[config.mk]
export PLATFORM = sky130hd
export DESIGN_NAME = dynamic_branch
export DESIGN_NICKNAME = d
export VERILOG_FILES = /design/src/rtl/dynamic_branch.sv
export SDC_FILE = /design/constraint.sdc
export NUM_CORES = 1
export LEC_CHECK = 0
export CAP_MARGIN = 10
export CORE_UTILIZATION = 30
export CTS_BUF_LIST = sky130_fd_sc_hd__clkbuf_4 sky130_fd_sc_hd__clkbuf_8
export DETAILED_ROUTE_END_ITERATION = 10
export PLACE_DENSITY = 0.65
export SLEW_MARGIN = 20
export SYNTH_ARGS = -nofsm -noshare
export SYNTH_HDL_FRONTEND = slang
export SYNTH_SLANG_ARGS = --single-unit
[constraint.sdc]
create_clock -name clk -period 8.05 [get_ports clk]
set_input_delay 1.2075 -clock clk [delete_from_list [all_inputs] [get_ports clk]]
set_output_delay 1.2075 -clock clk [all_outputs]
set_load 0.03 [all_outputs]
[src/rtl/dynamic_branch.sv]
`default_nettype none
// ============================================================================
// Module      : dynamic_branch
// Description : 2-bit saturating-counter branch predictor with Execute-stage
//               misprediction recovery and resolve/mispredict statistics.
// Revision    : 1.0 - initial release
// ============================================================================
module dynamic_branch #(
    parameter int DATA_WIDTH = 32,
    parameter int INDEX_BITS = 4,
    parameter int CNT_WIDTH  = 32
) (
    input  logic                  clk,
    input  logic                  rst,
    input  logic [DATA_WIDTH-1:0] RD,
    input  logic [DATA_WIDTH-1:0] PCF,
    input  logic                  JumpE,
    input  logic                  BranchE,
    input  logic                  ZeroE,
    input  logic [DATA_WIDTH-1:0] PCE,
    input  logic [DATA_WIDTH-1:0] PCTargetE,
    input  logic                  PredTakenE,
    output logic                  PredTakenF,
    output logic [DATA_WIDTH-1:0] PCBPU,
    output logic                  PCBPUSrc,
    output logic                  flushBranch,
    output logic [CNT_WIDTH-1:0]  BranchCount,
    output logic [CNT_WIDTH-1:0]  MispredCount
);

    localparam int         c_ENTRIES   = 1 << INDEX_BITS;
    localparam logic [6:0] c_OP_BRANCH = 7'b1100011;
    localparam logic [1:0] c_WEAK_NT   = 2'b01;

    logic [1:0]            r_pht [c_ENTRIES];
    logic [CNT_WIDTH-1:0]  r_branch_count;
    logic [CNT_WIDTH-1:0]  r_mispred_count;

    logic [INDEX_BITS-1:0] w_fidx;
    logic [INDEX_BITS-1:0] w_uidx;
    logic                  w_is_branch;
    logic                  w_pred_taken;
    logic                  w_mispred;
    logic [DATA_WIDTH-1:0] w_bimm;
    logic                  w_unused_rd;

    assign w_fidx       = PCF[INDEX_BITS+1:2];
    assign w_uidx       = PCE[INDEX_BITS+1:2];
    assign w_is_branch  = (RD[6:0] == c_OP_BRANCH) && !JumpE;
    assign w_pred_taken = w_is_branch && r_pht[w_fidx][1];
    assign w_mispred    = BranchE && (PredTakenE != ZeroE);
    assign w_bimm       = {{(DATA_WIDTH-12){RD[31]}}, RD[7], RD[30:25], RD[11:8], 1'b0};
    assign w_unused_rd  = ^RD;

    // Execute-stage recovery outranks any fetch-stage prediction.
    always_comb begin
        PredTakenF  = 1'b0;
        PCBPUSrc    = 1'b0;
        flushBranch = 1'b0;
        PCBPU       = '0;
        if (!rst) begin
            if (w_mispred) begin
                flushBranch = 1'b1;
                PCBPUSrc    = 1'b1;
                PCBPU       = ZeroE ? PCTargetE : (PCE + DATA_WIDTH'(4));
            end else if (w_pred_taken) begin
                PredTakenF = 1'b1;
                PCBPUSrc   = 1'b1;
                PCBPU      = PCF + w_bimm;
            end
        end
    end

    always_ff @(posedge clk) begin
        if (rst) begin
            for (int i = 0; i < c_ENTRIES; i++) begin
                r_pht[i] <= c_WEAK_NT;
            end
            r_branch_count  <= '0;
            r_mispred_count <= '0;
        end else if (BranchE) begin
            if (ZeroE) begin
                if (r_pht[w_uidx] != 2'b11) r_pht[w_uidx] <= r_pht[w_uidx] + 2'd1;
            end else begin
                if (r_pht[w_uidx] != 2'b00) r_pht[w_uidx] <= r_pht[w_uidx] - 2'd1;
            end
            r_branch_count <= r_branch_count + CNT_WIDTH'(1);
            if (w_mispred) r_mispred_count <= r_mispred_count + CNT_WIDTH'(1);
        end
    end

    assign BranchCount  = r_branch_count;
    assign MispredCount = r_mispred_count;

endmodule
`default_nettype wire
-- Yosys cells after proc, flatten, opt, wreduce, memory -nomap -nowiden
Memories as Yosys holds them, arrays and structs flattened.
Cells that the tools add are included.
- input bits: 134
- output and inout bits: 99
- memories kept: 1
- RAM bits: 32
- register bits: 64
- word-level logic and storage cells: 47
- bits in latches: 0
- bits in read-only memories: 0
- memory list (memory ; words ; bits a word ; rd ports ; clocked after memory_dff ; wr ports ; RTL line ; source):
    r_pht ; 16 ; 2 ; 2 ; 0 ; 16 ; 35 ; logic [1:0] r_pht [c_ENTRIES];
- bitwise gates (word level): 1
- muxes and demuxes: 27
- reductions and logical operators: 7
- $mul: 0
- equal/unequal tests: 3
- div/mod/pow operators: 0
- magnitude comparators: 0
- add/sub/neg operators: 6
- shifts and indexed selects: 0
- operators by type and width (operator ; number):
    $mux W32 ; 4
    $add A32 B1 Y32 const B ; 2
    $add A32 B3 Y32 const B ; 1
    $add A32 B32 Y32 ; 1
    $mux W1 ; 20
    $eq A7 B7 Y1 const B ; 1
    $mux W2 ; 2
    $mux W4 ; 1
    $logic_and A1 B1 Y1 ; 3
    $add A2 B1 Y2 const B ; 1
    $ne A2 B2 Y1 const B ; 1
    $reduce_and A2 Y1 ; 1
    $reduce_bool A2 Y1 ; 1
    $reduce_or A2 Y1 ; 1
    $sub A2 B1 Y2 const B ; 1
    $logic_not A1 Y1 ; 1
    $ne A1 B1 Y1 ; 1
    $or A1 B1 Y1 ; 1

-- Logic depth before layout (Yosys ltp)
Gate-level depths: netlist (run 1).
An unclocked memory read counts as a cell.
- word-level depth: 10
- depth in mapped cells: 10
- mapped depth without buffers: 10

-- Least setup slack after synthesis (run 1)
No wires, ideal clock.
- path kind: input port to output port
- from: input RD[8]
- to: output PCBPU[27]
- stages: 10
- path slack: 3146 ps
- data required time: 6843 ps
- data arrival time: 3697 ps
- cell sequence: ha_1 > fa_1 > a21o_1 > a221o_1 > nand4_1 > a2111oi_0 > o31ai_1 > o21ai_0 > xnor2_1 > o22ai_1
- word-level cells in the longest chain between the ends: 4
- ends and longest elaborated chain (what ; RTL line ; source):
    start: declaration ; 15 ; input logic [DATA_WIDTH-1:0] RD,
    $add A32 B32 Y32 ; 69 ; PCBPU = PCF + w_bimm;
    $mux W32 ; 66 ; end else if (w_pred_taken) begin
    $mux W32 ; 62 ; if (w_mispred) begin
    $mux W32 ; 61 ; if (!rst) begin
    end: declaration ; 24 ; output logic [DATA_WIDTH-1:0] PCBPU,
No other way between the ends.

-- Worst setup path in the final report (run 1)
- from: input PCF[4]
- to: output PCBPU[31]
- word-level cells in the longest chain between the ends: 5
- elaborated cells on any way between the ends: 6
- classes of those cells: add/sub (1); mux (3); reduce/logical (1); memory (1)
- ends and longest elaborated chain (what ; RTL line ; source):
    start: declaration ; 16 ; input logic [DATA_WIDTH-1:0] PCF,
    branches (longest 2 deep; another with $add A32 B32 Y32) ; n/a ;
    $mux W32 (*) ; 66 ;
    $mux W32 (*) ; 62 ;
    $mux W32 (*) ; 61 ;
Mark *: on every way between the ends.

==> flow_metrics.py, run 1 <==
metrics = {
    "route": {
        "first_pass_iters": 6,
        "wirelength_um": 23540,
        "avgViaCountPerCell": 5.101,
        "wire_per_inst_um": 16.85,
        "vias": 7126,
        "antenna_left": 0,
        "drc": 0,
        "drt_iter0_markers": 374,
    },
    "clock_tree": {
        "clkLatencyLatePin_ns": 0.38,
        "cts.path.max_buffers": 2,
        "clkTransAtPathRegs_ns": 0.09,
        "cts.sinks": 96,
        "cts_tree": "built",
        "cts_buffers": 9,
        "cts_htree_levels": 3,
        "cts-root-buf": "clkbuf_8",
        "ctsHoldBuffers": 0,
        "cts_resized": 0,
        "post_cts_buffers": 0,
    },
    "synthesis": {
        "synthCells": 865,
        "yosysMostFrequentCell": "nor2_1",
        "syn_area_um2": 7203,
        "synth_commonest_cells": "nor2_1 (112), nand2_1 (92), dfxtp_1 (64)",
        "synth_flop_cell": "dfxtp_1",
        "ys_seq_elements": 96,
        "ys_warn_count": 0,
        "synth_edf_count": 32,
        "syn_nets": 1036,
        "async_flop_share": 0,
        "synth_top_area_cell": "dfxtp_1",
        "avgSynthCellArea_um2": 8.327,
        "yosys-top-cells-area": "dfxtp_1 (18%), edfxtp_1 (13%), xor2_1 (7.3%), ha_1 (6.3%), xnor2_1 (6.0%)",
        "yosys.area.top_type_share": 0.1779,
        "yosysUniqueCellTypes": 57,
        "synth_seq_area_share": 0.3113,
    },
    "placement": {
        "dp_hpwl_um": 18330,
        "gp_congestion": 0.8814,
        "port_buffers": 219,
    },
    "power": {
        "p_int_uw": 806.2,
        "switchingPower_uw": 361.0,
        "p_comb_frac": 0.285,
        "sequentialPowerShare": 0.438,
        "leakage_uw": 0.003496,
        "p_clk_frac": 0.276,
        "power.density_nw_per_um2": 117.8,
        "sw_frac_of_total": 0.3093,
        "ir_drop_mv": 0.08322,
        "total_power_uw": 1167,
    },
    "finish": {
        "ff_latch_area_um2": 2242,
        "nFillCells": 2373,
        "fin_nets": 1243,
        "drive_above_1_share": 0.05571,
        "multi_input_area_um2": 4767,
        "area_delta_synth_final_pct": 37.61,
    },
    "sta": {
        "finalSetupTns_ns": 0,
        "finClkSkew_ns": 0.007532,
        "finalCritPeriodShare": 0.8316,
        "hold_viol_final": 0,
        "finalMaxSlewViolations": 0,
        "maxSlewHeadroom": 0.3465,
        "tightest_slew_ns": 0.9713,
        "setup_viol": 0,
        "fmax_mhz": 149.4,
        "period_minus_slack_ns": 6.695,
        "rsz0062_at_grt": "no",
    },
    "die": {
        "initial_core_util": 0.3060,
        "fp.dieW_um": 157.0,
        "num_rows": 56,
        "num_io_pins": 233,
        "die_h_um": 157.0,
        "die_area_um2": 24630,
        "coreArea_um2": 23540,
    },
    "grt": {
        "antenna_found_initial": 1,
        "grt_pass1_wl_um": 35680,
        "grt_overflow": 0,
        "track_usage": 0.1865,
        "grt_pass1_vias": 6794,
        "grt_max_degree": 85,
    },
    "critical_path": {
        "critPathCaptureType": "primary output",
        "cpMaxStageDelayCell": "a2111oi_0",
        "worstPathCellList": "clkdlybuf4s50_1, ha_1, and3_1, a221o_1, nand4_1, a2111oi_0, o21ai_0, nor2_1, mux2_2, a211o_1, clkdlybuf4s50_1",
        "path_class": "primary input to primary output",
        "start_kind": "primary input",
        "worstPathArrival_ns": 5.49,
        "crit_path_max_incr_delay_ns": 0.86,
        "required_ns": 6.84,
        "path_max_fanout": 5,
        "crit_top_cell": "clkdlybuf4s50_1",
    },
    "job": {
        "cap_viol_max_count": 0,
    },
    "status": {
        "outcome": "complete, no violations",
    },
    "min_path": {
        "hold_path_class": "register to register",
    },
}
-- registers in the layout (all words and copies together), names as in the netlist --
| register | count |
|---|---|
| BranchCount | 32 |
| MispredCount | 32 |
| r_pht | 32 |
-- through the flow --
step | area [um^2] | instances | hold WS (ns) | utilization | worst slack, ns
after floorplan | 7203 | 865 | 0.6006 | - | 3.146
after global placement | 9714 | 1380 | 0.4782 | 0.4126 | 1.413
after detailed placement | 9714 | 1380 | 0.4887 | 0.4126 | 1.412
after CTS | 9910 | 1396 | 0.5048 | 0.4209 | 1.405
after global routing | 9910 | 1396 | 0.5457 | 0.4209 | 1.239
final | 9912 | 1397 | 0.5020 | 0.4210 | 1.355
-- final timing paths --
path | startpoint | end | slack, ns | depth (start not counted)
setup / recovery | PCF[4] | PCBPU[31] | 1.36 | 11
hold reg to reg | MispredCount[1] | MispredCount[1] | 0.50 | 2
hold / removal | MispredCount[1] | MispredCount[1] | 0.50 | 2
setup reg to reg | r_pht[11][1] | r_pht[5][1] | 5.44 | 7
-- critical path: cells and delay by family --
family,cells,cell delay (ns)
AO/OA/AOI/OAI,4,1.75
multiplexers,1,0.36
adder cells (fa/ha/maj),1,0.42
buffers and inverters,2,1.18
AND/OR/NAND/NOR,3,0.55
-- routing by layer --
metal	global-route usage	vias to the layer above	share of wire
li1	-	3527	-
met1	0.2153	3326	0.42
met2	0.3312	250	0.47
met3	0.05149	23	0.093
met4	0.05976	0	0.018
met5	0	-	0
-- power groups by stage --
stage	combinational, uW	sequential, uW	clock [uW]
after detailed placement	332	522	0
after floorplan	192	524	0
after CTS	333	511	335
final	333	511	323
after global routing	362	513	353
after global placement	328	522	0
-- layout by cell type (no fill, tap or decap), drive strengths merged, types with 7 or more instances in the layout --
| cell | instances |
|---|---|
| and3 | 19 |
| nand4 | 23 |
| clkdlybuf4s50 | 217 |
| mux4 | 14 |
| nand2 | 96 |
| and2 | 7 |
| edfxtp | 32 |
| xnor2 | 49 |
| a21o | 12 |
| or2 | 9 |
| o21ai | 40 |
| nand3 | 51 |
| a21oi | 59 |
| buf | 9 |
| mux2i | 13 |
| nor4 | 8 |
| nor2 | 113 |
| dfxtp | 64 |
| inv | 19 |
| o21bai | 23 |
| or3 | 14 |
| o22ai | 22 |
| xor2 | 60 |
| clkbuf | 9 |
| ha | 36 |
-- final cells by class --
| type | count | area share |
|---|---|---|
| Antenna cell | 1 | 0.0002525 |
| Clock buffer | 9 | 0.01250 |
| Clock inverter | 7 | 0.007195 |
| Inverter | 19 | 0.007195 |
| Multi-Input combinational cell | 720 | 0.4809 |
| Sequential cell | 96 | 0.2262 |
| Tap cell | 319 | 0.04027 |
| Timing Repair Buffer | 226 | 0.2254 |
-- kinds of logic after synthesis --
family	Yosys count	synth area share
DFF	96	0.3113
xor gates and xnor gates	109	0.1325
AOI/OAI and AO/OA	183	0.1536
buffers and inverters	49	0.02692
adders and majority gates	37	0.06531
and+or+nand+nor	363	0.2470
muxes	28	0.06340
Power figures use the tool's default switching activity.
==> run 2, diff against run 1 <==
PLACE_DENSITY = 0.67   (was 0.65)
clock period = 5.8 ns   (was 8.05 ns; I/O delays follow)
==> flow_metrics.py, run 2 (same netlist as run 1, synthesis figures left out) <==
metrics = {
    "die": {
        "num_io_pins": 233,
        "coreArea_um2": 23540,
        "die_area_um2": 24630,
        "num_rows": 56,
        "fp.dieW_um": 157.0,
        "initial_core_util": 0.3060,
        "die_h_um": 157.0,
    },
    "power": {
        "switchingPower_uw": 499.2,
        "p_int_uw": 1167,
        "sequentialPowerShare": 0.426,
        "power.density_nw_per_um2": 166.5,
        "p_comb_frac": 0.279,
        "p_clk_frac": 0.294,
        "ir_drop_mv": 0.1206,
        "total_power_uw": 1666,
        "leakage_uw": 0.003565,
        "sw_frac_of_total": 0.2997,
    },
    "critical_path": {
        "path_max_fanout": 6,
        "reg2reg_slack_ns": 3.17,
        "required_ns": 4.93,
        "critPathCaptureType": "primary output",
        "path_class": "primary input to primary output",
        "start_kind": "primary input",
        "crit_path_max_incr_delay_ns": 0.74,
        "worstPathCellList": "clkdlybuf4s50_1, ha_1, a211oi_1, o211ai_1, a21oi_1, a31oi_1, o21ai_0, xnor2_1, o21ai_0, clkdlybuf4s50_1",
        "cpMaxStageDelayCell": "clkdlybuf4s50_1",
        "worstPathArrival_ns": 4.64,
    },
    "placement": {
        "dp_slack_ns": 0.3409,
        "gp_congestion": 0.9277,
        "dp_hpwl_um": 18630,
        "port_buffers": 219,
        "placedCellCount": 1390,
    },
    "clock_tree": {
        "cts.path.max_buffers": 2,
        "cts-root-buf": "clkbuf_8",
        "clkLatencyLatePin_ns": 0.37,
        "cts_resized": 0,
        "cts_htree_levels": 3,
        "cts_tree": "built",
        "ctsHoldBuffers": 0,
        "post_cts_buffers": 0,
        "cts.sinks": 96,
        "clkTransAtPathRegs_ns": 0.09,
        "cts_buffers": 9,
    },
    "grt": {
        "grt_pass1_vias": 6956,
        "track_usage": 0.1860,
        "grt_overflow": 0,
        "antenna_found_initial": 1,
        "grt_max_degree": 91,
        "grt_pass1_wl_um": 35740,
    },
    "route": {
        "wirelength_um": 23480,
        "dr_wl_met2_um": 11200,
        "wl_met3_um": 1940,
        "topRoutingLayerUsed": "met5",
        "antenna_left": 0,
        "drt_iter0_markers": 379,
        "routedLengthMet1_um": 9850,
        "avgViaCountPerCell": 5.073,
        "drc": 0,
        "vias": 7133,
        "first_pass_iters": 6,
        "wire_per_inst_um": 16.70,
    },
    "sta": {
        "setup_viol": 0,
        "finalSetupTns_ns": 0,
        "hold_viol_final": 0,
        "tightest_slew_ns": 0.9074,
        "timing.final.ws_setup_ns": 0.2931,
        "finClkSkew_ns": 0.01271,
        "rsz0062_at_grt": "no",
        "finalMaxSlewViolations": 0,
        "period_minus_slack_ns": 5.507,
        "fmax_mhz": 181.6,
        "maxSlewHeadroom": 0.3951,
        "finalCritPeriodShare": 0.9495,
    },
    "finish": {
        "ff_latch_area_um2": 2242,
        "drive_above_1_share": 0.06532,
        "multi_input_area_um2": 4767,
        "n_antenna_cell": 0,
        "fin_nets": 1253,
        "post-route-util": 0.4249,
        "final_cell_mix": "clkdlybuf4s50_1 (215), nor2_1 (112), nand2_1 (92)",
        "final_common_cell": "clkdlybuf4s50_1",
        "area_delta_synth_final_pct": 38.87,
        "nFillCells": 2371,
        "fin_cells": 1406,
    },
    "job": {
        "cap_viol_max_count": 0,
    },
    "status": {
        "outcome": "complete, no violations",
    },
    "min_path": {
        "hold_path_class": "register to register",
    },
}
run 2: metal layers:
layer,global-route usage,vias up
met5,0,-
met4,0.05322,2
met3,0.05341,34
met2,0.3308,221
met1,0.2153,3336
li1,-,3540
run 2: cell type report:
class / instances / area share
Sequential cell: 96 / 0.2241
Clock buffer: 9 / 0.01238
Inverter: 19 / 0.007129
Clock inverter: 7 / 0.009506
Tap cell: 319 / 0.03990
Multi-Input combinational cell: 720 / 0.4765
Timing Repair Buffer: 236 / 0.2304
run 2: critical path: cells and delay by family:
kind | cells | cell delay, ns
compound gates | 6 | 1.83
xor+xnor | 1 | 0.20
fa+ha+maj | 1 | 0.32
buf+inv | 2 | 1.42
run 2: worst paths after layout:
check,from,to,cells after the start
worst max-delay path,PCF[2],PCBPU[22],10
worst min-delay path,MispredCount[6],MispredCount[6],2
worst max register to register,r_pht[7][1],r_pht[2][1],7
worst min register to register,MispredCount[6],MispredCount[6],2
run 2: stage by stage:
step | hold WS, ns | cell area [um^2]
after floorplan | 0.6006 | 7203
after global placement | 0.4788 | 9784
final | 0.5145 | 10000
after global routing | 0.5353 | 10000
after detailed placement | 0.4911 | 9784
after CTS | 0.5091 | 10000
run 2: power by group through the flow:
stage	sequential, uW	clock [uW]	combinational, uW
6_report	710	490	466
5_1_grt	711	535	505
4_1_cts	710	510	466
3_5_place_dp	725	0	464
3_3_place_gp	725	0	460
2_1_floorplan	727	0	267
==> run 3, diff against run 2 <==
SLEW_MARGIN = not set   (was 20)
==> results of run 3 <==
The final DEF is identical to that of run 2; final timing and power are the same.
